**src/rtl/program_loader_pkg.sv**
```systemverilog
// Shared definitions for the program loader and the processor decode stage:
// command opcodes, instruction-word opcodes, loader states and the word encoder.
package program_loader_pkg;

   localparam int IMEM_DEPTH = 128;

   typedef enum logic [2:0] {
      OP_NOOP  = 3'd0,
      OP_STORE = 3'd1,
      OP_LOAD  = 3'd2,
      OP_ADD   = 3'd3,
      OP_SUB   = 3'd4,
      OP_HALT  = 3'd5
   } op_e;

   localparam logic [3:0] INSTR_NOOP  = 4'h0;
   localparam logic [3:0] INSTR_STORE = 4'h1;
   localparam logic [3:0] INSTR_LOAD  = 4'h2;
   localparam logic [3:0] INSTR_ADD   = 4'h3;
   localparam logic [3:0] INSTR_SUB   = 4'h4;
   localparam logic [3:0] INSTR_HALT  = 4'h5;

   typedef enum logic [2:0] {
      ST_IDLE   = 3'd0,
      ST_ACCEPT = 3'd1,
      ST_WRITE  = 3'd2,
      ST_DONE   = 3'd3,
      ST_FULL   = 3'd4
   } ld_state_e;

   // Reserved opcodes 6/7 fall into the default arm and become HALT words.
   function automatic logic [15:0] encode(input logic [2:0] op,
                                          input logic [3:0] ra,
                                          input logic [3:0] rb,
                                          input logic [3:0] rw,
                                          input logic [7:0] daddr);
      logic [15:0] word;
      case (op)
         OP_NOOP:  word = {INSTR_NOOP, 12'h000};
         OP_STORE: word = {INSTR_STORE, ra, daddr};
         OP_LOAD:  word = {INSTR_LOAD, daddr, rw};
         OP_ADD:   word = {INSTR_ADD, ra, rb, rw};
         OP_SUB:   word = {INSTR_SUB, ra, rb, rw};
         default:  word = {INSTR_HALT, 12'h000};
      endcase
      return word;
   endfunction

   function automatic logic is_terminal(input logic [2:0] op);
      return (op >= OP_HALT);
   endfunction

endpackage

```
**src/rtl/program_loader.sv**
```systemverilog
// Streams encoded commands into instruction memory, one word per two cycles,
// holding the processor in reset until a HALT terminates the program.
module program_loader
   import program_loader_pkg::*;
(
   input  logic        clk,
   input  logic        reset,
   input  logic        start,
   input  logic        cmd_valid,
   output logic        cmd_ready,
   input  logic [2:0]  cmd_op,
   input  logic [3:0]  cmd_ra,
   input  logic [3:0]  cmd_rb,
   input  logic [3:0]  cmd_rw,
   input  logic [7:0]  cmd_daddr,
   output logic        I_wr,
   output logic [6:0]  I_addr,
   output logic [15:0] I_data,
   output logic        cpu_hold,
   output logic        done,
   output logic        full,
   output logic [7:0]  count
);

   ld_state_e   r_state;
   ld_state_e   w_next;
   logic [6:0]  r_addr;
   logic [15:0] r_data;
   logic [7:0]  r_count;
   logic        r_halt;
   logic        w_xfer;
   logic        w_begin;
   logic        w_last_addr;

   assign w_xfer      = cmd_valid && (r_state == ST_ACCEPT);
   assign w_begin     = start && (r_state == ST_IDLE || r_state == ST_DONE ||
                                  r_state == ST_FULL);
   assign w_last_addr = (r_addr == 7'(IMEM_DEPTH - 1));

   always_ff @(posedge clk) begin
      if (reset) r_state <= ST_IDLE;
      else       r_state <= w_next;
   end

   always_comb begin
      w_next = r_state;
      case (r_state)
         ST_IDLE:   if (start) w_next = ST_ACCEPT;
         ST_ACCEPT: if (cmd_valid) w_next = ST_WRITE;
         ST_WRITE: begin
            if (r_halt)           w_next = ST_DONE;
            else if (w_last_addr) w_next = ST_FULL;
            else                  w_next = ST_ACCEPT;
         end
         ST_DONE:   if (start) w_next = ST_ACCEPT;
         ST_FULL:   if (start) w_next = ST_ACCEPT;
         default:   w_next = ST_IDLE;
      endcase
   end

   always_comb begin
      cmd_ready = (r_state == ST_ACCEPT);
      I_wr      = (r_state == ST_WRITE);
      done      = (r_state == ST_DONE);
      full      = (r_state == ST_FULL);
      cpu_hold  = (r_state != ST_DONE);
   end

   // Address, word and count advance only on transfer / write completion.
   always_ff @(posedge clk) begin
      if (reset) begin
         r_addr  <= '0;
         r_data  <= '0;
         r_count <= '0;
         r_halt  <= 1'b0;
      end else if (w_begin) begin
         r_addr  <= '0;
         r_count <= '0;
      end else if (w_xfer) begin
         r_data <= encode(cmd_op, cmd_ra, cmd_rb, cmd_rw, cmd_daddr);
         r_halt <= is_terminal(cmd_op);
      end else if (r_state == ST_WRITE) begin
         r_count <= r_count + 8'd1;
         if (!r_halt && !w_last_addr) r_addr <= r_addr + 7'd1;
      end
   end

   assign I_addr = r_addr;
   assign I_data = r_data;
   assign count  = r_count;

endmodule

```
**config.mk**
```make
export PLATFORM = sky130hd
export DESIGN_NAME = program_loader
export DESIGN_NICKNAME = d
export VERILOG_FILES = /design/src/rtl/program_loader_pkg.sv /design/src/rtl/program_loader.sv
export SDC_FILE = /design/constraint.sdc
export NUM_CORES = 1
export LEC_CHECK = 0
export ABC_AREA = 1
export BUFFER_PORTS_ARGS = -buffer_cell sky130_fd_sc_hd__buf_2
export CORE_MARGIN = 2
export CORE_UTILIZATION = 45
export DETAILED_ROUTE_END_ITERATION = 12
export GPL_TIMING_DRIVEN = 0
export HOLD_SLACK_MARGIN = 0.03
export PLACE_DENSITY = 0.84
export SLEW_MARGIN = 0
export SYNTH_ARGS = -nofsm -noshare
export SYNTH_HDL_FRONTEND = slang
export SYNTH_SLANG_ARGS = --single-unit
```
**constraint.sdc**
```tcl
create_clock -name clk -period 2.6 [get_ports clk]
set_clock_uncertainty 0.05 [all_clocks]
set_input_delay 0.52 -clock clk [delete_from_list [all_inputs] [get_ports clk]]
set_output_delay 0.52 -clock clk [all_outputs]
set_load 0.01 [all_outputs]
```
==> impl_metrics.tcl <==
set metrics [dict create \
    min_from "I_data[7]$_SDFFE_PP0P_" \
    period_needed_ns 1.727 \
    period_share 0.6641 \
    cts_resized 0 \
    worst_setup_path_start_kind "register" \
    holdPathStages 2 \
    synth_most_common_cell "nand2_1" \
    cts_buffers 5 \
    yosys-top-cells-area "dfxtp_1, nand2_1, a21oi_1" \
    maxCapViolCount 0 \
    ys_async_sr_fraction 0 \
    p_leak_nw 1.120 \
    vias 1882 \
    synthDominantCellAreaShare 0.3762 \
    rsz0062_at_grt "false" \
    wl_per_cell_microns 10.80 \
    remaining_drc_errors 0 \
    ant_nets 0 \
    setup_tns_ns 0 \
    htreeDepth 2 \
    die_h_microns 67.41 \
    fmax_mhz 579.2 \
    area_growth_pct 25.10 \
    fp.dieArea_sq_um 4543 \
    critPathArrivalTime_ns 1.16 \
    worstHoldPathType "register to register" \
    synth_edf_count 0 \
    syn_inst 270 \
    n_antenna_cell 0 \
    power.density_nw_per_um2 552.4 \
    io_pins 63 \
    clock-root-buffer "clkbuf_8" \
    grt_max_degree 11 \
    synth_ff_type "dfxtp_1" \
    clk_pin_slew_worst_paths_ns 0.07 \
    status "finished clean" \
    yosysTopAreaCell "dfxtp_1" \
    die_w_microns 67.41 \
    viasPerCell 4.851 \
    crit_path_max_fanout 9 \
    gr-usage-all-layers 0.1952 \
    cp.required_ns 2.03 \
    synth_seq_cells 34 \
    r2r_slack_ns 1.18 \
    avgSynthCellArea_sq_um 6.701 \
    hpwl_microns 3260 \
    final_cells 388 \
    min_to "I_data[7]$_SDFFE_PP0P_" \
    tritoncts "done" \
    start_util 0.4589 \
    row_count 23 \
    post-cts-setup-buffers 0 \
    drv_slew 0 \
    grt_pass1_wl_microns 6768 \
    yosysWarningCount 0 \
    finalHoldViolCount 0 \
    clockBufferDepth 2 \
    firstDrtPassIters 4 \
    post-place-cells 380 \
    synth_cell_type_count 28 \
    crit_path_start "r_state[0]$_SDFFE_PP0P_" \
    ir_drop_uv 313.9 \
    cts_num_sinks 34 \
    grtUsageMet1 0.2351 \
    place_congestion 0.8644 \
    reg2reg_to "I_addr[1]$_SDFFE_PP0P_" \
    critPathKind "register to output pin" \
    yosysSeqAreaShare 0.3762 \
    drt-total-wl_microns 4190 \
    rr_startpoint "I_addr[0]$_SDFFE_PP0P_" \
    clk_latency_ns 0.28 \
    layout-drive-gt1-share 0.2751 \
    port_buffers 60 \
    ys_top_cells_by_count "nand2_1, dfxtp_1, a21oi_1, nor2_1, inv_1" \
    grt_overflow_total 0 \
    nNetsFinal 366 \
    drt-initial-drc-count 90 \
    busiest_layer "met2" \
    cts_hold_buf 0 \
    grt.met3_usage 0.05167 \
    r2r_cells 8 \
    antenna_found_initial 0 \
    met2_usage 0.3292 \
    syn-num-nets 299 \
    end_kind "output pin" \
    finalSetupViolations 0 \
    synth_area_sq_um 1809 \
    grt_pass1_vias 1666 \
    core-area_sq_um 3943 \
]
area by class of cell:
cell class	count	area [sq um]
clock inverters	1	5.005
plain buffers	7	62.56
clock buffers	7	86.33
multi-input cells	199	953.4
well taps	50	62.56
repair buffers	60	300.3
inverters	30	112.6
fillers	384	1679
flip-flops and latches	34	680.7
logic make-up after synthesis:
kind of cell / count (synthesis) / share of synthesized area
buffers and inverters: 37 / 0.09681
DFF: 34 / 0.3762
xor gates and xnor gates: 4 / 0.01936
and+or+nand+nor: 153 / 0.3665
AOI/OAI and AO/OA: 39 / 0.1252
other: 1 / 0.002073
adders and majority gates: 2 / 0.01383
layer usage:
metal  wire length, microns  vias up
li1                       -      989
met1                   1959      844
met2                   1979       42
met3                    180        7
met4                     72        0
met5                      0        -
how the worst max path moves through the flow:
stage	to	slack, ns	cells past startpoint
global route	I_wr	0.78	4
floorplan	I_data[4]$_SDFFE_PP0P_	1.24	6
finish	I_wr	0.87	4
CTS	I_wr	0.86	4
global placement	r_state[2]$_SDFFE_PP0P_	1.01	4
detailed placement	I_data[11]$_SDFFE_PP0P_	1.0	4
flip-flops by register name, indices dropped and copies added, names as in the netlist:
| register | count |
|---|---|
| I_data | 15 |
| count | 8 |
| r_state | 3 |
| r_halt | 1 |
| I_addr | 7 |
through the flow:
stage | hold slack, ns | cell area, sq um | setup slack, ns | total power, mW | util
finish | 0.4109 | 2263 | 0.8734 | 1.250 | 0.5741
global placement | 0.4010 | 2172 | 1.011 | 0.8584 | 0.5509
global route | 0.4372 | 2263 | 0.7841 | 1.322 | 0.5741
floorplan | 0.4291 | 1809 | 1.241 | 0.7746 | -
detailed placement | 0.4045 | 2172 | 0.9981 | 0.8651 | 0.5509
CTS | 0.4138 | 2263 | 0.8587 | 1.264 | 0.5741
worst max-delay path: stages (launching register included):
cell and delay [ns]:
dfxtp_1 0.36, inv_1 0.10, nand3_4 0.14, inv_2 0.14
buf_2 0.14
placed cells by master (no fill, tap or decap):
cell,instances
clkbuf_1,2
buf_4,3
nand3_1,19
nand2_1,95
clkbuf_8,6
buf_2,61
a21oi_4,1
xor2_1,4
inv_1,24
inv_2,6
buf_12,1
nor3_4,1
a21oi_1,27
nand4_1,2
nor2_2,3
nand3_4,1
o21ai_0,7
nor3_2,1
dfxtp_1,34
nor3b_2,1
nor2_1,27
nand2_2,2
o21ai_2,1
buf_6,1
ha_1,2
a211oi_2,2
conb_1,1
nand3_2,1
clkinv_2,1
a31oi_1,1
power by group:
| part | internal (mW) | switching (mW) | leakage, nW |
|---|---|---|---|
| Clock | 0.213 | 0.183 | 0.0482 |
| Sequential | 0.548 | 0.0221 | 0.275 |
| Combinational | 0.109 | 0.175 | 0.796 |
No activity file was read; power rests on OpenSTA's default activity.
